$ cat src/rtl/arbitro_memoria_instrucao_pkg.sv
// rtl/arbitro_memoria_instrucao_pkg.sv - shared types, owner ids and defaults for the instruction-ROM arbiter
package pkg_memoria_instrucao;

  typedef enum logic [1:0] {
    OCIOSO   = 2'd0,
    ACESSO   = 2'd1,
    RESPOSTA = 2'd2
  } estado_arbitro_t;

  localparam logic REQ_FETCH = 1'b0;
  localparam logic REQ_DBG   = 1'b1;

  localparam int          PROFUNDIDADE_PADRAO   = 1024;
  localparam int          LARGURA_PADRAO        = 32;
  localparam int          MAX_ESPERA_PADRAO     = 4;
  localparam logic [31:0] INSTR_INVALIDA_PADRAO = 32'h0000_0000;

endpackage

$ cat src/rtl/arbitro_memoria_instrucao_if.sv
// rtl/arbitro_memoria_instrucao_if.sv - requester, ROM and error signals of the instruction-ROM arbiter
interface arbitro_memoria_instrucao_if #(
  parameter int LARGURA = 32
);

  logic               fetch_req;
  logic [LARGURA-1:0] fetch_addr;
  logic               fetch_gnt;
  logic               fetch_valid;
  logic [LARGURA-1:0] fetch_data;

  logic               dbg_req;
  logic [LARGURA-1:0] dbg_addr;
  logic               dbg_gnt;
  logic               dbg_valid;
  logic [LARGURA-1:0] dbg_data;

  logic [LARGURA-1:0] mem_endereco;
  logic [LARGURA-1:0] mem_instrucao;

  logic               erro_limite;
  logic               erro_clr;

  modport slave (
    input  fetch_req, fetch_addr, dbg_req, dbg_addr, mem_instrucao, erro_clr,
    output fetch_gnt, fetch_valid, fetch_data,
    output dbg_gnt, dbg_valid, dbg_data,
    output mem_endereco, erro_limite
  );

  modport master (
    output fetch_req, fetch_addr, dbg_req, dbg_addr, mem_instrucao, erro_clr,
    input  fetch_gnt, fetch_valid, fetch_data,
    input  dbg_gnt, dbg_valid, dbg_data,
    input  mem_endereco, erro_limite
  );

endinterface

$ cat src/rtl/arbitro_memoria_instrucao_prioridade.sv
// rtl/arbitro_memoria_instrucao_prioridade.sv - winner select with anti-starvation counter
// ROUND_ROBIN_EN swaps the counter for a last-winner register that alternates priority on ties.
module arbitro_prioridade
  import pkg_memoria_instrucao::*;
#(
  parameter int MAX_ESPERA = MAX_ESPERA_PADRAO
) (
  input  logic clock,
  input  logic reset_n,
  input  logic i_fetch_req,
  input  logic i_dbg_req,
  input  logic i_arbitra,
  output logic o_vencedor
);

`ifdef ROUND_ROBIN_EN

  logic r_ultimo;

  always_comb begin
    o_vencedor = REQ_FETCH;
    if (i_fetch_req && i_dbg_req) begin
      o_vencedor = ~r_ultimo;
    end else if (i_dbg_req) begin
      o_vencedor = REQ_DBG;
    end
  end

  // Reset value makes debug the winner of the first tie.
  always_ff @(posedge clock or negedge reset_n) begin
    if (!reset_n) begin
      r_ultimo <= REQ_FETCH;
    end else if (i_arbitra) begin
      r_ultimo <= o_vencedor;
    end
  end

`else

  localparam int             W_ESPERA = $clog2(MAX_ESPERA + 1);
  localparam logic [W_ESPERA-1:0] LIMITE_ESPERA = W_ESPERA'(MAX_ESPERA);

  logic [W_ESPERA-1:0] r_espera;
  logic                w_forca_dbg;

  assign w_forca_dbg = (r_espera == LIMITE_ESPERA);

  always_comb begin
    o_vencedor = REQ_FETCH;
    if (i_dbg_req && (!i_fetch_req || w_forca_dbg)) begin
      o_vencedor = REQ_DBG;
    end
  end

  // Counts consecutive arbitrations debug lost while it kept asking.
  always_ff @(posedge clock or negedge reset_n) begin
    if (!reset_n) begin
      r_espera <= '0;
    end else if (!i_dbg_req) begin
      r_espera <= '0;
    end else if (i_arbitra) begin
      if (o_vencedor == REQ_DBG) begin
        r_espera <= '0;
      end else if (!w_forca_dbg) begin
        r_espera <= r_espera + W_ESPERA'(1);
      end
    end
  end

`endif

endmodule

$ cat src/rtl/arbitro_memoria_instrucao.sv
// rtl/arbitro_memoria_instrucao.sv - shares the instruction-ROM read port between fetch and debug
// Priority scheme comes from arbitro_prioridade; ROUND_ROBIN_EN selects round-robin instead of fixed+anti-starvation.
module arbitro_memoria_instrucao
  import pkg_memoria_instrucao::*;
#(
  parameter int                 PROFUNDIDADE   = PROFUNDIDADE_PADRAO,
  parameter int                 LARGURA        = LARGURA_PADRAO,
  parameter int                 MAX_ESPERA     = MAX_ESPERA_PADRAO,
  parameter logic [LARGURA-1:0] INSTR_INVALIDA = LARGURA'(INSTR_INVALIDA_PADRAO)
) (
  input logic                       clock,
  input logic                       reset_n,
  arbitro_memoria_instrucao_if.slave bus
);

  localparam logic [1:0] ST_OCIOSO   = OCIOSO;
  localparam logic [1:0] ST_ACESSO   = ACESSO;
  localparam logic [1:0] ST_RESPOSTA = RESPOSTA;

  localparam logic [LARGURA-1:0] LIMITE = LARGURA'(PROFUNDIDADE);

  logic [1:0]         r_estado;
  logic               r_dono;
  logic               r_fora;
  logic [LARGURA-1:0] r_endereco;
  logic               r_fetch_gnt;
  logic               r_dbg_gnt;
  logic               r_fetch_valid;
  logic               r_dbg_valid;
  logic [LARGURA-1:0] r_fetch_data;
  logic [LARGURA-1:0] r_dbg_data;
  logic               r_erro;

  logic               w_pode_arbitrar;
  logic               w_arbitra;
  logic               w_vencedor;
  logic [LARGURA-1:0] w_addr_vencedor;
  logic [LARGURA-1:0] w_dado;
  logic               w_define_erro;

  assign w_pode_arbitrar = (r_estado == ST_OCIOSO) || (r_estado == ST_RESPOSTA);
  assign w_arbitra       = w_pode_arbitrar && (bus.fetch_req || bus.dbg_req);
  assign w_addr_vencedor = (w_vencedor == REQ_DBG) ? bus.dbg_addr : bus.fetch_addr;
  assign w_dado          = r_fora ? INSTR_INVALIDA : bus.mem_instrucao;
  assign w_define_erro   = (r_estado == ST_ACESSO) && r_fora;

  arbitro_prioridade #(
    .MAX_ESPERA (MAX_ESPERA)
  ) u_prioridade (
    .clock       (clock),
    .reset_n     (reset_n),
    .i_fetch_req (bus.fetch_req),
    .i_dbg_req   (bus.dbg_req),
    .i_arbitra   (w_arbitra),
    .o_vencedor  (w_vencedor)
  );

  // RESPOSTA arbitrates like OCIOSO so held requests get one access every two cycles.
  always_ff @(posedge clock or negedge reset_n) begin
    if (!reset_n) begin
      r_estado      <= ST_OCIOSO;
      r_dono        <= REQ_FETCH;
      r_fora        <= 1'b0;
      r_endereco    <= '0;
      r_fetch_gnt   <= 1'b0;
      r_dbg_gnt     <= 1'b0;
      r_fetch_valid <= 1'b0;
      r_dbg_valid   <= 1'b0;
      r_fetch_data  <= '0;
      r_dbg_data    <= '0;
    end else begin
      r_fetch_gnt   <= 1'b0;
      r_dbg_gnt     <= 1'b0;
      r_fetch_valid <= 1'b0;
      r_dbg_valid   <= 1'b0;
      case (r_estado)
        ST_OCIOSO, ST_RESPOSTA: begin
          if (w_arbitra) begin
            r_estado    <= ST_ACESSO;
            r_endereco  <= w_addr_vencedor;
            r_dono      <= w_vencedor;
            r_fora      <= (w_addr_vencedor >= LIMITE);
            r_fetch_gnt <= (w_vencedor == REQ_FETCH);
            r_dbg_gnt   <= (w_vencedor == REQ_DBG);
          end else begin
            r_estado <= ST_OCIOSO;
          end
        end
        ST_ACESSO: begin
          r_estado <= ST_RESPOSTA;
          if (r_dono == REQ_DBG) begin
            r_dbg_data  <= w_dado;
            r_dbg_valid <= 1'b1;
          end else begin
            r_fetch_data  <= w_dado;
            r_fetch_valid <= 1'b1;
          end
        end
        default: begin
          r_estado <= ST_OCIOSO;
        end
      endcase
    end
  end

  // A new out-of-bounds access outranks a clear arriving in the same cycle.
  always_ff @(posedge clock or negedge reset_n) begin
    if (!reset_n) begin
      r_erro <= 1'b0;
    end else if (w_define_erro) begin
      r_erro <= 1'b1;
    end else if (bus.erro_clr) begin
      r_erro <= 1'b0;
    end
  end

  assign bus.fetch_gnt    = r_fetch_gnt;
  assign bus.dbg_gnt      = r_dbg_gnt;
  assign bus.fetch_valid  = r_fetch_valid;
  assign bus.dbg_valid    = r_dbg_valid;
  assign bus.fetch_data   = r_fetch_data;
  assign bus.dbg_data     = r_dbg_data;
  assign bus.mem_endereco = r_endereco;
  assign bus.erro_limite  = r_erro;

endmodule

$ cat src/flat_wrapper.sv
// flat-port wrapper written by rule: the top's interface ports become plain ports
module arbitro_memoria_instrucao_flat import pkg_memoria_instrucao::*;
#(
  parameter int                 PROFUNDIDADE   = PROFUNDIDADE_PADRAO,
  parameter int                 LARGURA        = LARGURA_PADRAO,
  parameter int                 MAX_ESPERA     = MAX_ESPERA_PADRAO,
  parameter logic [LARGURA-1:0] INSTR_INVALIDA = LARGURA'(INSTR_INVALIDA_PADRAO)
)
  (clock, reset_n, bus_fetch_req, bus_fetch_addr, bus_dbg_req, bus_dbg_addr, bus_mem_instrucao, bus_erro_clr, bus_fetch_gnt, bus_fetch_valid, bus_fetch_data, bus_dbg_gnt, bus_dbg_valid, bus_dbg_data, bus_mem_endereco, bus_erro_limite);
  arbitro_memoria_instrucao_if #(.LARGURA(LARGURA)) bus_i ();
  input logic clock;
  input logic reset_n;
  input wire logic [$bits(bus_i.fetch_req)-1:0] bus_fetch_req;
  input wire logic [$bits(bus_i.fetch_addr)-1:0] bus_fetch_addr;
  input wire logic [$bits(bus_i.dbg_req)-1:0] bus_dbg_req;
  input wire logic [$bits(bus_i.dbg_addr)-1:0] bus_dbg_addr;
  input wire logic [$bits(bus_i.mem_instrucao)-1:0] bus_mem_instrucao;
  input wire logic [$bits(bus_i.erro_clr)-1:0] bus_erro_clr;
  output wire logic [$bits(bus_i.fetch_gnt)-1:0] bus_fetch_gnt;
  output wire logic [$bits(bus_i.fetch_valid)-1:0] bus_fetch_valid;
  output wire logic [$bits(bus_i.fetch_data)-1:0] bus_fetch_data;
  output wire logic [$bits(bus_i.dbg_gnt)-1:0] bus_dbg_gnt;
  output wire logic [$bits(bus_i.dbg_valid)-1:0] bus_dbg_valid;
  output wire logic [$bits(bus_i.dbg_data)-1:0] bus_dbg_data;
  output wire logic [$bits(bus_i.mem_endereco)-1:0] bus_mem_endereco;
  output wire logic [$bits(bus_i.erro_limite)-1:0] bus_erro_limite;
  assign bus_i.fetch_req = bus_fetch_req;
  assign bus_i.fetch_addr = bus_fetch_addr;
  assign bus_i.dbg_req = bus_dbg_req;
  assign bus_i.dbg_addr = bus_dbg_addr;
  assign bus_i.mem_instrucao = bus_mem_instrucao;
  assign bus_i.erro_clr = bus_erro_clr;
  assign bus_fetch_gnt = bus_i.fetch_gnt;
  assign bus_fetch_valid = bus_i.fetch_valid;
  assign bus_fetch_data = bus_i.fetch_data;
  assign bus_dbg_gnt = bus_i.dbg_gnt;
  assign bus_dbg_valid = bus_i.dbg_valid;
  assign bus_dbg_data = bus_i.dbg_data;
  assign bus_mem_endereco = bus_i.mem_endereco;
  assign bus_erro_limite = bus_i.erro_limite;
  arbitro_memoria_instrucao #(.PROFUNDIDADE(PROFUNDIDADE), .LARGURA(LARGURA), .MAX_ESPERA(MAX_ESPERA), .INSTR_INVALIDA(INSTR_INVALIDA)) u_core (.clock(clock), .reset_n(reset_n), .bus(bus_i));
endmodule
$ cat config.mk
export PLATFORM = sky130hd
export DESIGN_NAME = arbitro_memoria_instrucao_flat
export DESIGN_NICKNAME = d
export VERILOG_FILES = /design/src/rtl/arbitro_memoria_instrucao_pkg.sv /design/src/rtl/arbitro_memoria_instrucao_if.sv /design/src/rtl/arbitro_memoria_instrucao_prioridade.sv /design/src/rtl/arbitro_memoria_instrucao.sv /design/src/flat_wrapper.sv
export SDC_FILE = /design/constraint.sdc
export NUM_CORES = 1
export LEC_CHECK = 0
export BUFFER_PORTS_ARGS = -buffer_cell sky130_fd_sc_hd__buf_2
export CORE_UTILIZATION = 47
export CTS_CLUSTER_SIZE = 8
export DETAILED_ROUTE_END_ITERATION = 7
export GPL_ROUTABILITY_DRIVEN = 0
export PLACE_DENSITY = 0.8
export SYNTH_ARGS = -nofsm -noshare
export SYNTH_HDL_FRONTEND = slang
export SYNTH_SLANG_ARGS = --single-unit
export TNS_END_PERCENT = 30
$ cat constraint.sdc
create_clock -name clock -period 2.11 [get_ports clock]
set_clock_uncertainty 0.15 [all_clocks]
set_input_delay 0.633 -clock clock [delete_from_list [all_inputs] [get_ports clock]]
set_output_delay 0.633 -clock clock [all_outputs]
set_load 0.02 [all_outputs]
# Yosys cells after proc, flatten, opt, wreduce, memory -nomap -nowiden
# Cells that the tools add are included.
# W data, S select, Z words.
dict set report totals {
  input_bits 101
  out_inout_bits 101
  register_bits 108
  word_cells 54
}
dict set report op_classes {
  addsub 1
  n_lt_le_gt_ge 1
  mux 19
  reduce_logical 14
  n_bitwise 2
  n_eq_ne 5
}
# operator n
set ops {}
lappend ops {{$mux W32} 2}
lappend ops {{$ge A32 B11 Y1 const B} 1}
lappend ops {{$mux W1} 12}
lappend ops {{$mux W3} 4}
lappend ops {{$reduce_and A2 Y1} 4}
lappend ops {{$pmux W2 S2} 1}
lappend ops {{$add A3 B1 Y3 const B} 1}
lappend ops {{$eq A3 B3 Y1 const B} 1}
lappend ops {{$logic_and A1 B1 Y1} 3}
lappend ops {{$logic_or A1 B1 Y1} 3}
lappend ops {{$ne A3 B2 Y1 const B} 1}
lappend ops {{$eq A2 B1 Y1 const B} 1}
lappend ops {{$eq A2 B2 Y1 const B} 1}
lappend ops {{$logic_not A2 Y1} 1}
lappend ops {{$ne A2 B1 Y1 const B} 1}
lappend ops {{$not A1 Y1} 2}
lappend ops {{$reduce_bool A2 Y1} 1}
lappend ops {{$reduce_or A2 Y1} 1}
lappend ops {{$logic_not A1 Y1} 1}

# Longest topological paths before layout
dict set report logic_depth {
  word_depth 7
  ltp_mapped 7
  depth_no_buf 6
}

# Cells and area by module
# A second synthesis with hierarchy kept.
dict set report hier_totals {
  hier_cells 447
  area_unflattened_um2 4501.8
}
# mod area_each_um2 cells_each instances
set modules_own_cells {}
lappend modules_own_cells {arbitro_memoria_instrucao 4310.4 426 1}
lappend modules_own_cells {arbitro_prioridade 191.4 21 1}

# Least setup slack after synthesis
# No wires, ideal clock.
dict set report synth_path {
  kind {input -> register}
  startpoint {input bus_fetch_addr[15]}
  endpoint {register u_core.r_fora}
  path_buffers 0
  setup_slack_ps 145
  arrival_ps 1686
  cell_stages 4
  cell_sequence {or4_4 > a2111oi_4 > o2bb2ai_2 > a31oi_1}
}
dict set report synth_between {
  elab_chain_cells 2
}
# element line_no
set synth_lines {}
lappend synth_lines {{start: declaration} flat_wrapper.sv:14} ;# input wire logic [$bits(bus_i.fetch_addr)-1:0] bus_fetch_addr;
lappend synth_lines {{$mux W32} arbitro_memoria_instrucao.sv:43} ;# assign w_addr_vencedor = (w_vencedor == REQ_DBG) ? bus.dbg_addr : bus.fetch_addr;
lappend synth_lines {{$ge A32 B11 Y1} arbitro_memoria_instrucao.sv:82} ;# r_fora <= (w_addr_vencedor >= LIMITE);
lappend synth_lines {{end signal: assignment} arbitro_memoria_instrucao.sv:82}
lappend synth_lines {{end: declaration} arbitro_memoria_instrucao.sv:24} ;# logic r_fora;
# Every way passes these cells.
# A chain may end at the register's enable or synchronous reset.

# Worst setup path in the final report
dict set report layout_path {
  startpoint {register u_core.u_prioridade.r_espera[0]}
  endpoint {register u_core.r_endereco[6] (netlist: u_core.bus.mem_endereco[6])}
}
dict set report layout_between {
  elab_chain_cells 5
}
# element line_no
set layout_lines {}
lappend layout_lines {{start: declaration} arbitro_memoria_instrucao_prioridade.sv:43} ;# logic [W_ESPERA-1:0] r_espera;
lappend layout_lines {{start signal: assignment} arbitro_memoria_instrucao_prioridade.sv:65} ;# r_espera <= r_espera + W_ESPERA'(1);
lappend layout_lines {{$eq A3 B3 Y1} arbitro_memoria_instrucao_prioridade.sv:46} ;# assign w_forca_dbg = (r_espera == LIMITE_ESPERA);
lappend layout_lines {{$logic_or A1 B1 Y1} arbitro_memoria_instrucao_prioridade.sv:50} ;# if (i_dbg_req && (!i_fetch_req || w_forca_dbg)) begin
lappend layout_lines {{$logic_and A1 B1 Y1} arbitro_memoria_instrucao_prioridade.sv:50}
lappend layout_lines {{$mux W1} arbitro_memoria_instrucao_prioridade.sv:50}
lappend layout_lines {{$mux W32} arbitro_memoria_instrucao.sv:43}
lappend layout_lines {{end signal: assignment} arbitro_memoria_instrucao.sv:80} ;# r_endereco <= w_addr_vencedor;
lappend layout_lines {{end: declaration} arbitro_memoria_instrucao.sv:25} ;# logic [LARGURA-1:0] r_endereco;
# Every way passes these cells.

==> results by group <==
Outcome
  • Status: finished clean

Critical path
  • Setup crit start: u_core.u_prioridade.r_espera[0]
  • Kind of critical path: flip-flop to flip-flop
  • Reg-to-Reg End: u_core.bus.mem_endereco[6]
  • Worst reg2reg startpoint: u_core.u_prioridade.r_espera[0]
  • Setup crit end: u_core.bus.mem_endereco[6]
  • Flop2flop setup slack: 0.20 ns
  • CP required: 2.19 ns
  • Worst R2R Path Depth: 7
  • Max Fanout on Critical Path: 10
  • Crit. End Element: flip-flop
  • Startpoint types: flip-flop
  • Critical path arrival: 1.99 ns

Floorplanning
  • Boundary Pins: 202
  • Row count: 35
  • Initial Util: 0.4872
  • CORE AREA: 9284 µm²
  • Die ar.: 10020 µm²
  • Die X: 100.1 µm
  • Die H: 100.1 µm

GRT
  • Largest net degree at the start of global routing: 66
  • Remaining global-route overflow: 0
  • Vias in the first global route: 3651
  • Initial antenna violation count: 0
  • Total GRT Usage: 0.2215
  • First-pass GRT wire length: 17.51 mm

Detailed routing
  • Initial DRC count: 86
  • First-pass DRT Iterations: 4
  • Vias per cell: 4.925
  • DRC: 0
  • WL/cell: 14.19 µm
  • Routed wire length: 10.93 mm
  • Vias: 3792
  • Post-route antenna net violation count: 0

Worst hold path
  • Class of the most critical hold timing path: input pin to asynchronous set/reset pin

Cells and area
  • Multi-input gate area: 1690 µm²
  • Diodes inserted: 0
  • Fillers: 784
  • Final net count: 739
  • Layout area overhead: 31.26%
  • Share of layout cells above drive strength 1: 0.3682
  • Register Area: 2703 µm²

CTS
  • CTS buffer count: 9
  • Deepest clock path buffer count: 2
  • Post-CTS Hold Buffers: 0
  • CTS tree: done
  • CTS resizes: 0
  • Worst skew pair latency: 0.35 ns
  • Setup bufs post-CTS: 0
  • Clock Pin Slew Worst Setup and Hold Paths: 0.11 ns
  • Sink Count: 108
  • CTS Root Cell: clkbuf_8
  • # H-tree levels: 3

Run
  • Max Cap Viol: 0

STA
  • Final setup violation count: 0
  • Fin crit share: 0.9044
  • RSZ-0062 raised after global routing: false
  • Setup Total Neg Slack: 0 ns
  • Worst slew margin: 0.7138
  • Max Freq: 524.0 MHz
  • Final hold violation count: 0
  • Post-layout min period: 1.908 ns
  • Tightest Pin Transition: 0.4293 ns
  • Final Max Slew Viols: 0

Yosys
  • Mapped Area: 4523 µm²
  • Synth area leaders: dfrtp_1 60%, o21ai_0 10%, nand2_1 8.5%
  • Avg Synthesized Cell Area: 10.26 µm²
  • Mapped Nets: 544
  • Sequential area share after synthesis: 0.5975
  • Post-synth cell types: 31
  • Top-area cell type share of the netlist area: 0.5975
  • Synthesized instance count: 441
  • Total number of yosys warnings: 0
  • Flops & latches, synth: 108
  • Area leader, netlist: dfrtp_1

Power
  • Max IR drop VDD: 0.4051 mV
  • Power density over the cells: 765.8 nW/µm²
  • Total power: 0.004547 W
  • Leak: 3.189 nW

Placement
  • DP Wirelength: 8.258 mm
  • IO buf count: 201
-- worst max-delay path, stage by stage (launching register included) --
cell	delay (ns)
dfrtp_1	0.41
inv_1	0.06
ha_1	0.21
a21bo_4	0.26
nand2_4	0.17
buf_4	0.24
mux2i_1	0.19
o21ai_0	0.10
-- registers in the layout, summed over array words and instances (netlist names) --
| name | cells |
|---|---|
| u_core.bus.dbg_data | 32 |
| u_core.bus.dbg_gnt | 1 |
| u_core.bus.dbg_valid | 1 |
| u_core.bus.erro_limite | 1 |
| u_core.bus.fetch_data | 32 |
| u_core.bus.fetch_gnt | 1 |
| u_core.bus.fetch_valid | 1 |
| u_core.bus.mem_endereco | 32 |
| u_core.r_dono | 1 |
| u_core.r_estado | 2 |
| u_core.r_fora | 1 |
| u_core.u_prioridade.r_espera | 3 |
-- Yosys cell counts --
master / count
a2111oi_4: 1
a21bo_4: 1
a21boi_0: 1
a21boi_1: 2
a21o_1: 1
a21oi_1: 1
a31oi_1: 1
and2b_1: 1
and4_1: 1
buf_2: 6
buf_4: 3
clkbuf_1: 19
dfrtp_1: 108
ha_1: 2
inv_1: 6
mux2i_1: 32
nand2_1: 102
nand2_4: 1
nand2b_1: 33
nand3b_1: 1
nand4_1: 2
nor2_1: 4
nor2b_1: 1
nor3_1: 2
nor3b_1: 1
nor4_1: 7
o21ai_0: 93
o21ai_1: 5
o21bai_1: 1
o2bb2ai_2: 1
or4_4: 1
-- layout make-up --
class	instances	area share
Clock inverter	6	0.01159
Sequential cell	108	0.4552
Clock buffer	10	0.02318
Multi-Input combinational cell	299	0.2847
Timing Repair Buffer	212	0.1943
Inverter	6	0.003793
Tap cell	129	0.02719
-- cell usage in the layout, fill, tap and decap left out, types with 2 or more instances in the layout --
master,netlist,routed
a21boi_1,2,2
buf_12,0,5
buf_2,6,200
buf_4,3,7
clkbuf_8,0,10
dfrtp_1,108,108
ha_1,2,2
inv_1,6,6
inv_6,0,2
mux2i_1,32,32
nand2_1,102,101
nand2b_1,33,32
nand4_1,2,2
nor2_1,4,4
nor3_1,2,2
nor4_1,7,7
o21ai_0,93,93
o21ai_1,5,5
-- worst min path at each step --
stage | to | slack [ns] | from
finish | u_core.bus.fetch_data[21] | 0.06 | reset_n
detailed placement | u_core.bus.fetch_data[3] | 0.32 | u_core.bus.fetch_data[3]
CTS | u_core.bus.dbg_data[24] | 0.05 | reset_n
global route | u_core.bus.dbg_data[24] | 0.07 | reset_n
global placement | u_core.bus.fetch_data[14] | 0.31 | u_core.bus.fetch_data[14]
floorplan | u_core.bus.dbg_data[0] | 0.19 | reset_n
-- per-stage QoR --
| stage | area (µm²) | setup WS [ns] | hold slack (ns) | cells | utilization |
|---|---|---|---|---|---|
| finish | 5937 | 0.2016 | 0.06181 | 770 | 0.6395 |
| global route | 5937 | 0.05412 | 0.06645 | 770 | 0.6395 |
| CTS | 5937 | 0.1866 | 0.05495 | 770 | 0.6395 |
| detailed placement | 5731 | -0.05285 | 0.3152 | 754 | 0.6173 |
| global placement | 5731 | -0.008772 | 0.3065 | 754 | 0.6173 |
| floorplan | 4523 | 0.1454 | 0.1874 | 441 | - |
-- layer usage --
layer  wire length (µm)  global-route usage  share of wire  vias to the layer above
li1                   -                   -              -                     1862
met5                  0                   0              0                        -
met2               5270              0.3772           0.48                      168
met1               4684              0.2856           0.43                     1748
met3                812             0.04596          0.074                       14
met4                161             0.06912          0.015                        0
-- where the power goes --
| part | switching [W] | internal, W |
|---|---|---|
| registers | 0.0000944 | 0.00224 |
| clock network | 0.000708 | 0.000591 |
| logic | 0.000588 | 0.000326 |
-- cell families (layout without fill, tap and decap cells) --
kind of cell | Yosys count | after routing | synth area share
simple gates | 157 | 157 | 0.1616
compound gates | 108 | 108 | 0.1322
flops | 108 | 108 | 0.5975
buf+inv | 34 | 234 | 0.03237
mux | 32 | 32 | 0.07082
fa+ha+maj | 2 | 2 | 0.005532
(Power assumes the default switching activity.)
